[src/rtl/slice_seq_be_pkg.sv]
// Shared types for the slice sequencer: op/index types, FSM encoding, last-index clamp.
// Consumers: slice_seq_be (optional mask feature under SLICE_SEQ_MASK_EN) and slice_next_idx.
package pkg_tpu;

    localparam int NUM_SLICE = 16;
    localparam int IDX_W     = $clog2(NUM_SLICE);
    localparam int OP_W      = 8;

    typedef logic [OP_W-1:0]  op_t;
    typedef logic [IDX_W-1:0] index_t;

    typedef enum logic [0:0] {
        ST_IDLE  = 1'b0,
        ST_ISSUE = 1'b1
    } slice_seq_state_t;

    // Limit a requested last index to the highest slice that exists.
    function automatic index_t clamp_last(input index_t raw, input int unsigned max_idx);
        clamp_last = (32'(raw) > max_idx) ? index_t'(max_idx) : raw;
    endfunction

endpackage

[src/rtl/slice_seq_be_next_idx.sv]
// slice_next_idx: finds the lowest enabled slice strictly above cur and not beyond last.
// Only built when SLICE_SEQ_MASK_EN is defined.
`ifdef SLICE_SEQ_MASK_EN
module slice_next_idx
    import pkg_tpu::*;
#(
    parameter int NUM_SLICE = 16
) (
    input  logic [NUM_SLICE-1:0] mask,
    input  index_t               cur,
    input  index_t               last,
    output index_t               next_idx,
    output logic                 none_left
);

    logic [NUM_SLICE-1:0] cand_s;

    // Descending scan so the final assignment is the lowest candidate.
    always_comb begin
        cand_s   = '0;
        next_idx = '0;
        for (int j = NUM_SLICE - 1; j >= 0; j--) begin
            cand_s[j] = mask[j] & (index_t'(j) > cur) & (index_t'(j) <= last);
            next_idx  = cand_s[j] ? index_t'(j) : next_idx;
        end
        none_left = ~|cand_s;
    end

endmodule
`endif

[src/rtl/slice_seq_be.sv]
// slice_seq_be: expands each accepted op into an ascending run of slice issues for the backend pipe.
// Optional macro SLICE_SEQ_MASK_EN adds I_Slice_Mask so only enabled slices are issued.
module slice_seq_be
    import pkg_tpu::*;
#(
    parameter int NUM_SLICE = 16
) (
    input  logic                 clock,
    input  logic                 reset,
    input  logic                 I_Req,
    input  op_t                  I_Op,
    input  index_t               I_Last_Idx,
`ifdef SLICE_SEQ_MASK_EN
    input  logic [NUM_SLICE-1:0] I_Slice_Mask,
`endif
    output logic                 O_Stall,
    input  logic                 I_Stall,
    output logic                 O_Valid,
    output op_t                  O_Op,
    output index_t               O_Slice_Idx
);

    slice_seq_state_t state_r, state_s;
    index_t           last_r, last_s, idx_s, clamp_s, step_s, first_s;
    op_t              op_s;
    logic             valid_s, done_s, accept_s, load_s, first_none_s;

    assign clamp_s = clamp_last(I_Last_Idx, 32'(NUM_SLICE - 1));

`ifdef SLICE_SEQ_MASK_EN
    logic [NUM_SLICE-1:0] mask_r, mask_s;
    index_t               nxt_idx_s, first_nxt_s;
    logic                 nxt_none_s, first_nxt_none_s;

    slice_next_idx #(.NUM_SLICE(NUM_SLICE)) u_next (
        .mask      (mask_r),
        .cur       (O_Slice_Idx),
        .last      (last_r),
        .next_idx  (nxt_idx_s),
        .none_left (nxt_none_s)
    );

    slice_next_idx #(.NUM_SLICE(NUM_SLICE)) u_first (
        .mask      (I_Slice_Mask),
        .cur       (index_t'(0)),
        .last      (clamp_s),
        .next_idx  (first_nxt_s),
        .none_left (first_nxt_none_s)
    );

    // Slice 0 is not "above" anything, so the first enabled slice checks bit 0 separately.
    assign done_s       = nxt_none_s;
    assign step_s       = nxt_idx_s;
    assign first_s      = I_Slice_Mask[0] ? index_t'(0) : first_nxt_s;
    assign first_none_s = ~I_Slice_Mask[0] & first_nxt_none_s;
`else
    assign done_s       = (O_Slice_Idx == last_r);
    assign step_s       = O_Slice_Idx + index_t'(1);
    assign first_s      = index_t'(0);
    assign first_none_s = 1'b0;
`endif

    assign O_Stall  = (state_r == ST_ISSUE) & ~(done_s & ~I_Stall);
    assign accept_s = I_Req & ~O_Stall;

    // Next-state and next-output selection; a new op can load straight over the final slice.
    always_comb begin
        state_s = state_r;
        valid_s = O_Valid;
        op_s    = O_Op;
        idx_s   = O_Slice_Idx;
        last_s  = last_r;
        load_s  = 1'b0;
`ifdef SLICE_SEQ_MASK_EN
        mask_s  = mask_r;
`endif
        case (state_r)
            ST_IDLE: begin
                load_s = accept_s;
            end
            ST_ISSUE: begin
                if (!I_Stall && !done_s) begin
                    idx_s = step_s;
                end else if (!I_Stall) begin
                    state_s = ST_IDLE;
                    valid_s = 1'b0;
                    op_s    = '0;
                    idx_s   = '0;
                    load_s  = accept_s;
                end else begin
                    load_s  = 1'b0;
                end
            end
            default: begin
                state_s = ST_IDLE;
                valid_s = 1'b0;
                op_s    = '0;
                idx_s   = '0;
            end
        endcase

        if (load_s) begin
            last_s = clamp_s;
`ifdef SLICE_SEQ_MASK_EN
            mask_s = I_Slice_Mask;
`endif
            if (first_none_s) begin
                state_s = ST_IDLE;
                valid_s = 1'b0;
                op_s    = '0;
                idx_s   = '0;
            end else begin
                state_s = ST_ISSUE;
                valid_s = 1'b1;
                op_s    = I_Op;
                idx_s   = first_s;
            end
        end else begin
            last_s = last_r;
        end
    end

    // State and registered outputs; reset drops any op in flight.
    always_ff @(posedge clock or posedge reset) begin
        if (reset) begin
            state_r     <= ST_IDLE;
            O_Valid     <= 1'b0;
            O_Op        <= '0;
            O_Slice_Idx <= '0;
            last_r      <= '0;
`ifdef SLICE_SEQ_MASK_EN
            mask_r      <= '0;
`endif
        end else begin
            state_r     <= state_s;
            O_Valid     <= valid_s;
            O_Op        <= op_s;
            O_Slice_Idx <= idx_s;
            last_r      <= last_s;
`ifdef SLICE_SEQ_MASK_EN
            mask_r      <= mask_s;
`endif
        end
    end

endmodule

[config.mk]
export PLATFORM = sky130hd
export DESIGN_NAME = slice_seq_be
export DESIGN_NICKNAME = d
export VERILOG_FILES = /design/src/rtl/slice_seq_be_pkg.sv /design/src/rtl/slice_seq_be_next_idx.sv /design/src/rtl/slice_seq_be.sv
export SDC_FILE = /design/constraint.sdc
export NUM_CORES = 1
export LEC_CHECK = 0
export CAP_MARGIN = 20
export CORE_ASPECT_RATIO = 1.4
export CORE_MARGIN = 2
export CORE_UTILIZATION = 40
export DETAILED_ROUTE_END_ITERATION = 10
export PLACE_DENSITY = 0.68
export SLEW_MARGIN = 25
export SYNTH_ARGS = -nofsm -noshare
export SYNTH_HDL_FRONTEND = slang
export SYNTH_HIERARCHICAL = 1
export SYNTH_SLANG_ARGS = --single-unit
[constraint.sdc]
create_clock -name clock -period 2.5 [get_ports clock]
set_input_delay 0.625 -clock clock [delete_from_list [all_inputs] [get_ports clock]]
set_output_delay 0.625 -clock clock [all_outputs]
set_load 0.02 [all_outputs]
; ---- Word-level counts from Yosys, hierarchy flattened
; Cells that the tools add are included.
[totals]
elab_cells = 42
reg_bits = 18
output_inout_bits = 14
[classes]
n_addsub = 1
bitwise_logic = 7
n_reduce_logical = 6
muxes = 19
n_eq_ne = 4
[ops]
columns = cell, n
row1 = 8-bit 2-to-1 mux, 4
row2 = 4-bit 2-to-1 mux, 4
row3 = 1-bit 2-to-1 mux, 10
row4 = "4-bit by 1-bit adder with 4-bit output, second input constant", 1
row5 = 4-bit == test, 1
row6 = 1-bit inverter, 4
row7 = 1-bit bitwise AND, 3
row8 = "3-bit by 1-bit inequality test with 1-bit output, second input constant", 1
row9 = 3-bit AND reduction, 1
row10 = 1-bit logical NOT, 2
row11 = "2-bit by 1-bit inequality test with 1-bit output, second input constant", 1
row12 = "2-bit inequality test, second input constant", 1
row13 = 1-bit one-hot mux with 2 select lines, 1
row14 = 2-bit AND reduction, 1
row15 = 2-bit nonzero test, 1
row16 = 1-bit logical AND, 1

; ---- Depth between registers and ports, before layout
; Gate-level depths: netlist of the first run.
[logic_depth]
ltp_word = 11
ltp_mapped = 5
mapped_depth_nobuf = 5

; ---- Worst setup path before layout of the first run
; Ideal clock, no wire load.
[synth_path]
path_kind = register to output
startpoint = register O_Slice_Idx[0]
endpoint = output O_Stall
required_time_ns = 1.875
path_slack_ns = 0.475
n_path_buf = 1
t_arrival_ns = 1.400
path_stages_with_launch = 6
path_cell_list = dfrtp_1 xnor2_1 and4_1 buf_6 nand2_1 and2_1
[synth_via]
elab_chain_len = 4
[synth_rtl]
columns = item, line_no
row1 = from (decl), slice_seq_be.sv:20  ; output index_t O_Slice_Idx
row2 = from (signal assigned), slice_seq_be.sv:138  ; O_Slice_Idx <= idx_s;
row3 = 4-bit == test, slice_seq_be.sv:57  ; assign done_s = (O_Slice_Idx == last_r);
row4 = 1-bit bitwise AND, slice_seq_be.sv:63  ; assign O_Stall = (state_r == ST_ISSUE) & ~(done_s & ~I_Stall);
row5 = 1-bit inverter, slice_seq_be.sv:63
row6 = 1-bit bitwise AND, slice_seq_be.sv:63
row7 = to (decl), slice_seq_be.sv:16  ; output logic O_Stall,
; No other way between the ends.

; ---- Worst setup path after layout of the first run
; Same ends and word-level chain as after synthesis.

==> flow_metrics.py, run 1 <==
metrics = {
    "sta": {
        "finClkSkew_ps": 10.5,
        "final.period_utilization": 0.953,
        "slew_headroom": 0.532,
        "setup_viol": 0,
        "clock.fmax_ghz": 0.420,
        "hold_viol": 0,
        "tightest_slew_ps": 701,
        "final_max_slew_viol_count": 0,
        "grt_setup_unrepaired": "false",
        "setup_ws_ps": 118,
        "fin_crit_ps": 2380,
    },
    "floorplan": {
        "ios": 30,
        "num_rows": 22,
        "die_w_um": 48.9,
        "die_h_um": 66.9,
        "start_util": 0.427,
        "fp.dieArea_um2": 3270,
        "core_region_area_um2": 2640,
    },
    "synth": {
        "postSynth.asyncResetShare": 1.00,
        "yosysWarnings": 6,
        "netlist_area_um2": 1130,
        "ys_types": 34,
        "syn_avg_cell_area_um2": 8.82,
        "synth_seq_cells": 18,
        "synthFlopType": "dfrtp_1",
        "synth_edf_count": 0,
        "synth_fp_nets": 145,
        "ys_seq_area_frac": 0.399,
        "synthCells": 128,
    },
    "clocking": {
        "worstSkewPairLatency_ps": 300,
        "cts_setup_buffers": 0,
        "cts.sinks": 18,
        "clkTransAtPathRegs_ps": 100,
        "tritoncts": "done",
        "cts_made_buffers": 3,
        "cts-root-buf": "clkbuf_4",
        "htreeDepth": 1,
        "cts_buffer_depth": 2,
    },
    "cells_and_area": {
        "fin_util": 0.580,
        "antenna_cells": 0,
        "mostFrequentLayoutCell": "clkdlybuf4s50_1",
        "area_growth_pct": 35.7,
        "fin_nets": 179,
        "mostFrequentLayoutCells": "clkdlybuf4s50_1 (28), nand2_1 (21), dfrtp_1 (18), nand3_1 (12), buf_4 (9)",
        "drive_gt1_frac": 0.0932,
    },
    "pwr": {
        "p_leak_nw": 0.626,
        "p_seq_frac": 0.322,
        "comb_power_share": 0.562,
        "p_int_mw": 0.947,
        "powerDensity_nw_per_um2": 1050,
        "irDropWorstVdd_v": 0.000569,
        "netSwitchingFraction": 0.411,
        "p_sw_mw": 0.660,
        "clkPwrFrac": 0.116,
    },
    "setup_path": {
        "worst_setup_path_end_kind": "output pin",
        "reg2reg_depth": 5,
        "rr_startpoint": "O_Slice_Idx[0]$_DFFE_PP0P_",
        "ff2ff_setup_slack_ps": 880,
        "worstPathMaxFanout": 6,
        "cp-endpoint": "O_Stall",
        "crit_type": "reg -> out",
        "r2r_end": "last_r[3]$_DFFE_PP0N_",
        "cp.arrival_ps": 1760,
        "required_ps": 1880,
        "startpoint": "O_Slice_Idx[0]$_DFFE_PP0P_",
        "critPathLaunchType": "flop",
    },
    "drt": {
        "first_pass_iters": 4,
        "postRouteWirelength_mm": 2.94,
        "drc": 0,
        "wire_per_inst_um": 14.9,
        "dr_total_vias": 1109,
        "drt-initial-drc-count": 37,
        "vias_per_cell": 5.63,
        "ant_nets": 0,
    },
    "placement": {
        "place.gp.congestion": 0.735,
        "port_buffers": 29,
        "pre_cts_ws_ps": -89.0,
        "dpl.hpwl_mm": 2.13,
    },
    "flow_run": {
        "max-cap-violations": 0,
    },
    "global_routing": {
        "grt_pass1_vias": 1129,
        "grt_pass1_wl_mm": 4.98,
        "antenna_found_initial": 0,
        "gr-usage-all-layers": 0.194,
        "global_route.overflow_total": 0,
        "grt_max_degree": 40,
    },
    "worst_hold_path": {
        "hp-class": "reg -> reg",
    },
    "status": {
        "status": "completed",
    },
}
worst max-delay path, stage by stage, from the launching register on:
cell and delay, ps:
dfrtp_1 480, xnor2_2 210, and4_1 230, nand2_1 80
and2_1 160, dlygate4sd2_1 310
registers in the layout (all words and copies together), names as in the netlist:
signal       count
O_Op             8
state_r          1
O_Valid          1
O_Slice_Idx      4
last_r           4
synth_stat cells, drive strengths merged, types with 2 or more instances:
cell     n  share of area
xnor2    4          0.031
nand3   12          0.053
mux2i    3          0.027
o221ai   5          0.039
nand2   21          0.070
nor3b    3          0.020
a22o     3          0.023
o211ai   8          0.053
and3     4          0.022
a21boi   5          0.033
buf      3          0.018
dfrtp   18           0.40
and2     2          0.011
clkbuf   6          0.020
a211oi   3          0.020
nor2     4          0.013
and4     2          0.016
o21ai    3          0.013
a211o    3          0.023
inv      4          0.013
repair_timing:
action / in CTS / in global routing
hold buffers: 0 / 0
endpoints found under the setup margin: 1 / 1
resized for setup: 1 / 1
power groups by stage:
stage	Combinational (mW)	Clock (mW)	Sequential, mW
final	0.903	0.187	0.517
after global routing	0.987	0.202	0.538
after CTS	0.903	0.192	0.514
after detailed placement	0.903	0	0.519
after global placement	0.873	0	0.513
after floorplan	0.450	0	0.620
per-layer routing:
metal	wire, um	GRT usage	up-vias
li1	-	-	543
met5	0	0	-
met4	32	0.0643	0
met2	1550	0.375	27
met1	1230	0.217	535
met3	123	0.0269	4
kinds of logic after synthesis:
kind of cell	count (synthesis)	synth area share
buf+inv	13	0.0510
xor+xnor	4	0.0310
flops	18	0.399
simple gates	54	0.241
mux	3	0.0266
compound gates	35	0.241
fa+ha+maj	1	0.0111
stage by stage:
stage | area, um2 | hold WS (ps) | cells | setup TNS, ps | total power, mW
floorplan | 1130 | 526 | 128 | 0 | 1.07
global placement | 1490 | 536 | 193 | -115 | 1.39
detailed placement | 1490 | 555 | 193 | -89.0 | 1.42
CTS | 1520 | 579 | 197 | 0 | 1.61
global route | 1530 | 610 | 197 | 0 | 1.73
finish | 1530 | 574 | 197 | 0 | 1.61
how the worst min path moves through the flow:
stage,from,endpoint,slack [ps],depth (start not counted)
2_1_floorplan,last_r[0]$_DFFE_PP0N_,last_r[0]$_DFFE_PP0N_,530,1
3_3_place_gp,O_Op[3]$_DFFE_PP0P_,O_Op[3]$_DFFE_PP0P_,540,2
3_5_place_dp,last_r[2]$_DFFE_PP0N_,last_r[2]$_DFFE_PP0N_,560,1
4_1_cts,last_r[2]$_DFFE_PP0N_,last_r[2]$_DFFE_PP0N_,580,1
5_1_grt,last_r[2]$_DFFE_PP0N_,last_r[2]$_DFFE_PP0N_,610,1
6_report,last_r[2]$_DFFE_PP0N_,last_r[2]$_DFFE_PP0N_,570,1
layout make-up:
| cell class | count | area, um2 |
|---|---|---|
| Sequential cell | 18 | 450 |
| Inverter | 4 | 15.0 |
| Fill cell | 259 | 1110 |
| Multi-Input combinational cell | 97 | 628 |
| Timing Repair Buffer | 38 | 357 |
| Tap cell | 36 | 45.0 |
| Clock buffer | 4 | 36.3 |
No activity file was read; power rests on OpenSTA's default activity.
==> inputs of run 2 (changes only) <==
--- a/config.mk
+++ b/config.mk
@@ -6,7 +6,7 @@
 export NUM_CORES = 1
 export LEC_CHECK = 0
 export CAP_MARGIN = 20
-export CORE_ASPECT_RATIO = 1.4
+export CORE_ASPECT_RATIO = 1.1
 export CORE_MARGIN = 2
 export CORE_UTILIZATION = 40
 export DETAILED_ROUTE_END_ITERATION = 10
==> flow_metrics.py, run 2 (same netlist as run 1, synthesis figures left out) <==
metrics = {
    "clocking": {
        "htreeDepth": 1,
        "tritoncts": "done",
        "hold_buffers": 0,
        "cts.sinks": 18,
        "clkTransAtPathRegs_ps": 100,
        "cts-root-buf": "clkbuf_4",
        "cts_made_buffers": 3,
        "worstSkewPairLatency_ps": 290,
        "cts_buffer_depth": 2,
    },
    "sta": {
        "slew_headroom": 0.518,
        "setup_viol": 0,
        "hold_viol": 0,
        "final.period_utilization": 0.965,
        "tightest_slew_ps": 722,
        "fin_crit_ps": 2410,
        "finClkSkew_ps": 6.90,
        "clock.fmax_ghz": 0.414,
        "final_max_slew_viol_count": 0,
    },
    "floorplan": {
        "core_region_area_um2": 2730,
        "ios": 30,
        "fp.dieArea_um2": 3260,
        "start_util": 0.414,
        "die_h_um": 59.7,
        "num_rows": 20,
        "die_w_um": 54.6,
    },
    "placement": {
        "place.gp.congestion": 0.819,
        "place_inst": 190,
        "port_buffers": 29,
        "dpl.hpwl_mm": 2.11,
    },
    "setup_path": {
        "ff2ff_setup_slack_ps": 860,
        "reg2reg_depth": 5,
        "cp.arrival_ps": 1790,
        "path_cells": "xnor2_1 -> and4_1 -> nand2_1 -> and2_1 -> dlygate4sd2_1",
        "worst_setup_path_end_kind": "output pin",
        "slowest_stage": "dfrtp_1",
        "critPathLaunchType": "flop",
        "worstPathMaxFanout": 4,
        "required_ps": 1880,
        "crit_type": "reg -> out",
        "rr_startpoint": "O_Slice_Idx[1]$_DFFE_PP0P_",
        "slowest_delay_ps": 430,
        "r2r_end": "last_r[3]$_DFFE_PP0N_",
    },
    "pwr": {
        "p_leak_nw": 0.639,
        "p_sw_mw": 0.677,
        "p_seq_frac": 0.320,
        "clkPwrFrac": 0.111,
        "netSwitchingFraction": 0.414,
        "p_int_mw": 0.959,
        "finalPower_mw": 1.64,
        "comb_power_share": 0.568,
        "powerDensity_nw_per_um2": 1060,
        "irDropWorstVdd_v": 0.000666,
    },
    "global_routing": {
        "grt_pass1_vias": 1116,
        "global_route.overflow_total": 0,
        "gr-usage-all-layers": 0.211,
        "grt_pass1_wl_mm": 5.04,
        "grt_max_degree": 40,
        "antenna_found_initial": 0,
    },
    "cells_and_area": {
        "nFillCells": 271,
        "finalNonFillerCells": 194,
        "top_register": "O_Op",
        "mostFrequentLayoutCell": "clkdlybuf4s50_1",
        "fin_nets": 179,
        "mostFrequentLayoutCells": "clkdlybuf4s50_1 (28), nand2_1 (21), dfrtp_1 (18), nand3_1 (12), buf_4 (9)",
        "drive_gt1_frac": 0.106,
        "reg_top3": "O_Op x8, O_Slice_Idx x4, last_r x4",
        "antenna_cells": 0,
        "area_growth_pct": 36.7,
        "largest_reg_flops": 8,
    },
    "worst_hold_path": {
        "worst_hold_path.endpoint": "O_Op[0]$_DFFE_PP0P_",
        "hp-class": "reg -> reg",
        "hold_start": "O_Op[0]$_DFFE_PP0P_",
        "hold_depth": 2,
    },
    "drt": {
        "dr_total_vias": 1125,
        "first_pass_iters": 4,
        "postRouteWirelength_mm": 3.04,
        "drc": 0,
        "ant_nets": 0,
        "wire_per_inst_um": 15.7,
        "vias_per_cell": 5.80,
        "drt-initial-drc-count": 37,
    },
    "flow_run": {
        "max-cap-violations": 0,
    },
    "status": {
        "status": "completed",
    },
}
run 2: cell types whose count changed in the layout (fill, tap and decap cells not counted):
cell | before | now
xnor2_1 | 3 | 1
xnor2_2 | 1 | 3
run 2: worst max path at each step:
stage	from	to	slack (ps)	cells after the start
after floorplan	O_Slice_Idx[0]$_DFFE_PP0P_	O_Stall	480	5
after global placement	I_Stall	O_Stall	-120	5
after detailed placement	I_Stall	O_Stall	-120	5
after CTS	O_Slice_Idx[0]$_DFFE_PP0P_	O_Stall	100	5
after global routing	last_r[2]$_DFFE_PP0N_	O_Stall	-20	5
final	last_r[2]$_DFFE_PP0N_	O_Stall	90	5
run 2: final cells by class:
type                       instances  area [um2]  area share
clock buffer                       4        36.3      0.0235
timing repair buffer              38         357       0.231
sequential                        18         450       0.292
inverter                           4        15.0     0.00973
multi-input combinational         97         643       0.417
tap                               33        41.3      0.0268
run 2: what timing repair did:
action | CTS | global route
endpoints found under the setup margin | 1 | 1
buffers inserted | 0 | 0
resized for setup | 1 | 3
run 2: stage by stage:
stage / util / hold slack, ps / cell area [um2] / worst slack [ps] / TNS, ps
after floorplan: - / 526 / 1130 / 475 / 0
after global placement: 0.544 / 535 / 1490 / -125 / -125
after detailed placement: 0.544 / 555 / 1490 / -121 / -121
after CTS: 0.557 / 583 / 1520 / 99.7 / 0
after global routing: 0.566 / 608 / 1540 / -18.6 / -18.6
final: 0.566 / 580 / 1540 / 86.7 / 0
run 2: per-layer routing:
metal | up-vias | part of all wire | track usage
met1 | 545 | 0.41 | 0.283
met4 | 0 | 0.0069 | 0.0750
met3 | 2 | 0.052 | 0.0150
met2 | 37 | 0.53 | 0.352
li1 | 541 | - | -
met5 | - | 0 | 0
run 2: critical path, delay by kind of cell, from the launching register on:
| family | cells | cell delay (ps) |
|---|---|---|
| XOR/XNOR | 1 | 240 |
| buffers and inverters | 1 | 310 |
| flip-flops | 1 | 430 |
| AND/OR/NAND/NOR | 3 | 520 |
run 2: power by group through the flow:
stage          Clock, mW  Combinational, mW  Sequential [mW]
2_1_floorplan          0              0.450            0.620
3_3_place_gp           0              0.879            0.512
3_5_place_dp           0              0.909            0.519
4_1_cts            0.188              0.910            0.514
5_1_grt            0.206               1.02            0.542
6_report           0.182              0.930            0.524
